**src/rtl/mult_div_pkg.sv**
```systemverilog
// Shared types and sizing for the HI/LO multiply/divide sequencer.
package mult_div_pkg;

  // Datapath width used by the MIPS core.
  localparam int unsigned MD_WIDTH = 32;

  typedef enum logic [1:0] {
    IDLE   = 2'd0,
    MULT   = 2'd1,
    DIV    = 2'd2,
    FINISH = 2'd3
  } state_e;

  localparam logic OP_MULT = 1'b0;
  localparam logic OP_DIV  = 1'b1;

  // Width of a counter able to hold the values 0..w.
  function automatic int unsigned cnt_width(input int unsigned w);
    return $clog2(w + 1);
  endfunction

  localparam int unsigned CNT_W = cnt_width(MD_WIDTH);

endpackage

```
**src/rtl/mult_div_seq_div_step.sv**
```systemverilog
// One restoring-division iteration on unsigned magnitudes: shift in the next
// dividend bit, subtract the divisor if it fits, emit one quotient bit.
module div_step
  import mult_div_pkg::*;
#(
  parameter int unsigned WIDTH = MD_WIDTH
) (
  input  logic [WIDTH-1:0] rem_i,
  input  logic             bit_i,
  input  logic [WIDTH-1:0] divisor_i,
  output logic [WIDTH-1:0] rem_o,
  output logic             q_o
);

  logic [WIDTH:0]   shifted;
  logic [WIDTH+1:0] trial;

  // Trial subtraction; the top bit of trial is the borrow.
  always_comb begin
    shifted = {rem_i, bit_i};
    trial   = {1'b0, shifted} - {2'b00, divisor_i};
    q_o     = ~trial[WIDTH+1];
    // Remainder stays below the divisor, so WIDTH bits always suffice.
    rem_o   = q_o ? trial[WIDTH-1:0] : shifted[WIDTH-1:0];
  end

endmodule

```
**src/rtl/mult_div_seq.sv**
```systemverilog
// Multicycle MULT/DIV sequencer producing the HI/LO pair.
// Handshake: start_i is a single-cycle request honoured only while the FSM is
// IDLE; busy_o is high from the accepting edge until the result edge, where
// done_o pulses for one cycle (with div_zero_o when the divisor was zero).
module mult_div_seq
  import mult_div_pkg::*;
#(
  parameter int unsigned WIDTH = MD_WIDTH
) (
  input  logic             clk,
  input  logic             reset,
  input  logic             start_i,
  input  logic             op_i,
  input  logic [WIDTH-1:0] a_i,
  input  logic [WIDTH-1:0] b_i,
  output logic             busy_o,
  output logic             done_o,
  output logic             div_zero_o,
  output logic [WIDTH-1:0] hi_o,
  output logic [WIDTH-1:0] lo_o,
  output state_e           state_o
);

  localparam int unsigned     CW        = cnt_width(WIDTH);
  localparam int unsigned     PW        = 2 * WIDTH + 1;
  localparam logic [CW-1:0]   LAST_STEP = CW'(WIDTH - 1);

  state_e           state_q, state_d;
  logic [CW-1:0]    cnt_q, cnt_d;
  logic [PW-1:0]    prod_q, prod_d;    // {A, Q, q_-1} Booth register
  logic [WIDTH-1:0] mcand_q, mcand_d;  // multiplicand (MULT) or |divisor| (DIV)
  logic [WIDTH-1:0] quo_q, quo_d;      // |dividend| shifts out, quotient shifts in
  logic [WIDTH-1:0] rem_q, rem_d;
  logic             op_q, op_d;
  logic             sa_q, sa_d, sb_q, sb_d;
  logic             dz_q, dz_d;
  logic             busy_q, busy_d;
  logic             done_q, done_d;
  logic             divz_q, divz_d;
  logic [WIDTH-1:0] hi_q, hi_d, lo_q, lo_d;

  logic [WIDTH:0]   acc_ext, mcand_ext, booth_sum;
  logic [WIDTH-1:0] step_rem;
  logic             step_q;

  div_step #(.WIDTH(WIDTH)) u_div_step (
    .rem_i     (rem_q),
    .bit_i     (quo_q[WIDTH-1]),
    .divisor_i (mcand_q),
    .rem_o     (step_rem),
    .q_o       (step_q)
  );

  function automatic logic [WIDTH-1:0] mag(input logic [WIDTH-1:0] v);
    return v[WIDTH-1] ? (~v + 1'b1) : v;
  endfunction

  // Booth radix-2 add/subtract, done one bit wider so that the most negative
  // multiplicand cannot overflow the accumulator before the arithmetic shift.
  always_comb begin
    acc_ext   = {prod_q[PW-1], prod_q[PW-1:WIDTH+1]};
    mcand_ext = {mcand_q[WIDTH-1], mcand_q};
    case (prod_q[1:0])
      2'b01:   booth_sum = acc_ext + mcand_ext;
      2'b10:   booth_sum = acc_ext - mcand_ext;
      default: booth_sum = acc_ext;
    endcase
  end

  // Next-state and datapath updates.
  always_comb begin
    state_d = state_q;
    cnt_d   = cnt_q;
    prod_d  = prod_q;
    mcand_d = mcand_q;
    quo_d   = quo_q;
    rem_d   = rem_q;
    op_d    = op_q;
    sa_d    = sa_q;
    sb_d    = sb_q;
    dz_d    = dz_q;
    busy_d  = busy_q;
    done_d  = 1'b0;
    divz_d  = 1'b0;
    hi_d    = hi_q;
    lo_d    = lo_q;

    case (state_q)
      IDLE: begin
        if (start_i) begin
          op_d    = op_i;
          sa_d    = a_i[WIDTH-1];
          sb_d    = b_i[WIDTH-1];
          cnt_d   = '0;
          prod_d  = {{WIDTH{1'b0}}, b_i, 1'b0};
          mcand_d = (op_i == OP_DIV) ? mag(b_i) : a_i;
          quo_d   = mag(a_i);
          rem_d   = '0;
          dz_d    = (op_i == OP_DIV) && (b_i == '0);
          busy_d  = 1'b1;
          if (op_i == OP_MULT)  state_d = MULT;
          else if (b_i == '0)   state_d = FINISH;
          else                  state_d = DIV;
        end
      end
      MULT: begin
        prod_d = {booth_sum, prod_q[WIDTH:1]};
        cnt_d  = cnt_q + CW'(1);
        if (cnt_q == LAST_STEP) state_d = FINISH;
      end
      DIV: begin
        rem_d = step_rem;
        quo_d = {quo_q[WIDTH-2:0], step_q};
        cnt_d = cnt_q + CW'(1);
        if (cnt_q == LAST_STEP) state_d = FINISH;
      end
      FINISH: begin
        if (dz_q) begin
          divz_d = 1'b1;
        end else if (op_q == OP_MULT) begin
          {hi_d, lo_d} = prod_q[PW-1:1];
        end else begin
          lo_d = (sa_q ^ sb_q) ? (~quo_q + 1'b1) : quo_q;
          hi_d = sa_q ? (~rem_q + 1'b1) : rem_q;
        end
        done_d  = 1'b1;
        busy_d  = 1'b0;
        dz_d    = 1'b0;
        state_d = IDLE;
      end
      default: state_d = IDLE;
    endcase
  end

  // State and output registers with synchronous reset.
  always_ff @(posedge clk) begin
    if (reset) begin
      state_q <= IDLE;
      cnt_q   <= '0;
      prod_q  <= '0;
      mcand_q <= '0;
      quo_q   <= '0;
      rem_q   <= '0;
      op_q    <= OP_MULT;
      sa_q    <= 1'b0;
      sb_q    <= 1'b0;
      dz_q    <= 1'b0;
      busy_q  <= 1'b0;
      done_q  <= 1'b0;
      divz_q  <= 1'b0;
      hi_q    <= '0;
      lo_q    <= '0;
    end else begin
      state_q <= state_d;
      cnt_q   <= cnt_d;
      prod_q  <= prod_d;
      mcand_q <= mcand_d;
      quo_q   <= quo_d;
      rem_q   <= rem_d;
      op_q    <= op_d;
      sa_q    <= sa_d;
      sb_q    <= sb_d;
      dz_q    <= dz_d;
      busy_q  <= busy_d;
      done_q  <= done_d;
      divz_q  <= divz_d;
      hi_q    <= hi_d;
      lo_q    <= lo_d;
    end
  end

  assign busy_o     = busy_q;
  assign done_o     = done_q;
  assign div_zero_o = divz_q;
  assign hi_o       = hi_q;
  assign lo_o       = lo_q;
  assign state_o    = state_q;

endmodule
```
**config.mk**
```make
export PLATFORM = sky130hd
export DESIGN_NAME = mult_div_seq
export DESIGN_NICKNAME = d
export VERILOG_FILES = /design/src/rtl/mult_div_pkg.sv /design/src/rtl/mult_div_seq_div_step.sv /design/src/rtl/mult_div_seq.sv
export SDC_FILE = /design/constraint.sdc
export NUM_CORES = 1
export LEC_CHECK = 0
export CAP_MARGIN = 10
export CORE_MARGIN = 2
export CORE_UTILIZATION = 50
export CTS_BUF_LIST = sky130_fd_sc_hd__clkbuf_4
export DETAILED_ROUTE_END_ITERATION = 8
export PLACE_DENSITY = 0.79
export SETUP_SLACK_MARGIN = 0.4
export SLEW_MARGIN = 20
export SYNTH_ARGS = -nofsm -noshare
export SYNTH_HDL_FRONTEND = slang
export SYNTH_SLANG_ARGS = --single-unit
```
**constraint.sdc**
```tcl
create_clock -name clk -period 5.9 [get_ports clk]
set_clock_uncertainty 0.2 [all_clocks]
set_input_delay 1.18 -clock clk [delete_from_list [all_inputs] [get_ports clk]]
set_output_delay 1.18 -clock clk [all_outputs]
set_load 0.01 [all_outputs]
```
==> impl_metrics.env <==
export IMPL_setup_viol=0
export IMPL_final_setup_tns_ps=0
export IMPL_hold_path_cell_count=2
export IMPL_wirelength_um=49400
export IMPL_maxSlewViolCount=0
export IMPL_rows=66
export IMPL_start_util_pct=50.5
export IMPL_endpoint_kind="register"
export IMPL_holdBufCountCts=0
export IMPL_drt_iter0_drc=1475
export IMPL_avgRoutedWirePerCell_um=18.0
export IMPL_r2r_end="prod_q[60]$_SDFFE_PP0P_"
export IMPL_setup_worst_path_start_class="register"
export IMPL_die_w_um=185
export IMPL_synthesis_instances=2160
export IMPL_gp_congestion=0.974
export IMPL_avgSynthCellArea_um2=7.57
export IMPL_clock_latency_ps=810
export IMPL_drc=0
export IMPL_clkSinkCount=240
export IMPL_worst_slew_pin_slew_ps=1090
export IMPL_synthTopCellsByArea="dfxtp_1 (29%), nor2_1 (8.1%), a211oi_1 (6.6%)"
export IMPL_synth_top_area_cell="dfxtp_1"
export IMPL_yosysSeqAreaShare_pct=29.4
export IMPL_hpwl_um=35400
export IMPL_synth_compound_area_share_pct=27.7
export IMPL_io_pins=137
export IMPL_synth_nets=2305
export IMPL_synth_seq_cells=240
export IMPL_clk_path_buf_depth=3
export IMPL_maxCapViolations=0
export IMPL_fin_crit_sh_pct=83.4
export IMPL_synth_top_family_by_area="compound AO/OA/AOI/OAI gates"
export IMPL_grt_overflow=0
export IMPL_min_from="hi_o[18]$_SDFFE_PP0P_"
export IMPL_min_to="hi_o[18]$_SDFFE_PP0P_"
export IMPL_grt_usage_pct=28.8
export IMPL_arrival_ps=5310
export IMPL_area_growth_pct=15.6
export IMPL_yosysWarnings=0
export IMPL_outcome="complete, no violations"
export IMPL_synth_most_common_cell="nor2_1"
export IMPL_critical_path_slowest_cell="or3_1"
export IMPL_portBuffers=136
export IMPL_syn_cell_area_um2=16400
export IMPL_cts_htree_levels=3
export IMPL_path_cells="or3_1 > or3_1 > nor3b_1 > and3_1 > a31oi_1 > xnor2_1 > ha_1 > a211o_1 > o211ai_1 > a21oi_1 > a21o_1 > a221o_1 > a31o_2 > a21oi_1 > o21a_1 > xor2_1 > o22ai_1"
export IMPL_ant_nets=0
export IMPL_synth_top_area_share_pct=29.4
export IMPL_hold_violations=0
export IMPL_worstPathRequired_ps=6290
export IMPL_min_period_ps=4920
export IMPL_die_area_um2=34200
export IMPL_grt_pass1_vias=15500
export IMPL_post_cts_buffers=0
export IMPL_synth_mux_area_share_pct=2.82
export IMPL_p_leak_nw=7.18
export IMPL_power_w=0.00768
export IMPL_setup_ws_ps=980
export IMPL_cts_tree="built"
export IMPL_synth_xor_area_share_pct=10.9
export IMPL_async_reset_ff_share_pct=0
export IMPL_clock_fmax_mhz=203
export IMPL_fillerInstances=3016
export IMPL_dr_pass1_iters=9
export IMPL_ctsRootBufferMaster="clkbuf_4"
export IMPL_rrSetupSlack_ps=980
export IMPL_cpPeakStageDelay_ps=410
export IMPL_synth_edf_count=0
export IMPL_crit_fanout=8
export IMPL_rsz0062_at_grt="false"
export IMPL_antenna_found_initial=2
export IMPL_core_um2=32400
export IMPL_slew_headroom_pct=27.3
export IMPL_worstRegToRegCells=17
export IMPL_vias=16600
export IMPL_synth_flop_cell="dfxtp_1"
export IMPL_p_per_area_nw_per_um2=406
export IMPL_drive_above_1_share_pct=6.88
export IMPL_pre_cts_ws_ps=995
export IMPL_cts_buffers=70
export IMPL_worstSetupPathType="reg2reg"
export IMPL_cts_reportedPaths_clkPinSlew_ps=60
export IMPL_synthTopCellsByCount="nor2_1 (351), dfxtp_1 (240), a21oi_1 (210)"
export IMPL_yosys_area_share_adder_pct=5.98
export IMPL_die_y_um=185
export IMPL_grt_pass1_wl_um=79500
export IMPL_final_nets=2390
export IMPL_worstReg2RegStart="mcand_q[2]$_SDFFE_PP0P_"
export IMPL_synth_simple_gate_area_share_pct=18.5
export IMPL_worst_ir_drop_vdd_mv=0.194
export IMPL_post_cts_resized=0
export IMPL_via_per_inst=6.05
export IMPL_holdCritPathClass="reg2reg"
export IMPL_grt_max_degree=140
export IMPL_synthDistinctLibCells=60
worst max path at each step:
stage	start	end	slack, ps	depth (start not counted)
global placement	a_i[6]	quo_q[29]$_SDFFE_PP0P_	1090	10
detailed placement	a_i[4]	quo_q[29]$_SDFFE_PP0P_	990	11
finish	mcand_q[2]$_SDFFE_PP0P_	prod_q[60]$_SDFFE_PP0P_	980	17
floorplan	mcand_q[2]$_SDFFE_PP0P_	prod_q[58]$_SDFFE_PP0P_	1410	18
CTS	mcand_q[2]$_SDFFE_PP0P_	prod_q[60]$_SDFFE_PP0P_	1050	17
global route	mcand_q[2]$_SDFFE_PP0P_	prod_q[60]$_SDFFE_PP0P_	580	17
cell usage in the layout (no fill, tap or decap), types with 13 or more instances in the layout:
master / instances
nand2_1: 157
or3_1: 22
a211oi_1: 144
clkdlybuf4s50_1: 133
a21o_1: 30
o21ai_0: 118
nor4_1: 16
or4_1: 18
xnor2_1: 97
nor3_1: 31
xor2_1: 105
nand2b_1: 13
o41ai_1: 15
a21oi_1: 207
clkbuf_4: 102
a222oi_1: 19
o211ai_1: 26
nand3_1: 23
ha_1: 74
mux2i_1: 46
nor2_1: 350
buf_4: 20
inv_1: 64
dfxtp_1: 239
a31oi_1: 21
o31ai_1: 30
critical path: cells and delay by family (launching register included):
kind	cells	cell delay, ps
AOI/OAI and AO/OA	10	2120
DFF	1	340
xor gates and xnor gates	2	330
and+or+nand+nor	4	1410
adders and majority gates	1	350
registers in the layout, indices dropped and copies added (netlist names):
signal	flops
done_o	1
busy_o	1
sb_q	1
div_zero_o	1
dz_q	1
lo_o	32
mcand_q	32
prod_q	65
quo_q	32
rem_q	32
state_o	2
hi_o	32
cnt_q	6
op_q	1
sa_q	1
routing by layer:
| layer | routed length (um) | global-route usage (%) | share of wire, % |
|---|---|---|---|
| met1 | 20800 | 36.0 | 42 |
| met2 | 22700 | 47.8 | 46 |
| met3 | 3730 | 5.64 | 7.6 |
| met4 | 2060 | 13.4 | 4.2 |
| met5 | 13 | 0 | 0.026 |
stage by stage:
stage / hold WS (ps) / instance area (um2) / utilization (%) / cells
6_report: 283 / 18900 / 58.4 / 2739
3_3_place_gp: 266 / 17900 / 55.4 / 2615
4_1_cts: 289 / 18900 / 58.4 / 2738
2_1_floorplan: 249 / 16400 / - / 2160
3_5_place_dp: 274 / 17900 / 55.4 / 2615
5_1_grt: 303 / 18900 / 58.4 / 2739
layout make-up:
| class | count | area (um2) | share of cell area, % |
|---|---|---|---|
| diodes | 1 | 2.50 | 0.0132 |
| clock buffers | 102 | 766 | 4.05 |
| clock inverters | 21 | 193 | 1.02 |
| inverters | 65 | 244 | 1.29 |
| multi-input cells | 1712 | 10800 | 57.3 |
| flip-flops and latches | 240 | 4810 | 25.4 |
| well taps | 442 | 553 | 2.93 |
| repair buffers | 156 | 1500 | 7.95 |
power by group:
part	switching, W	total [W]	leakage, nW	internal [W]
Sequential	0.000331	0.00220	1.95	0.00187
Combinational	0.00232	0.00374	4.67	0.00142
Clock	0.000771	0.00174	0.563	0.000968
Total	0.00342	0.00768	7.18	0.00426
kinds of logic after synthesis:
logic type,count (synthesis)
muxes,46
adders and majority gates,77
buffers and inverters,208
DFF,240
and+or+nand+nor,689
xor gates and xnor gates,203
AOI/OAI and AO/OA,697
Power figures use the tool's default switching activity.
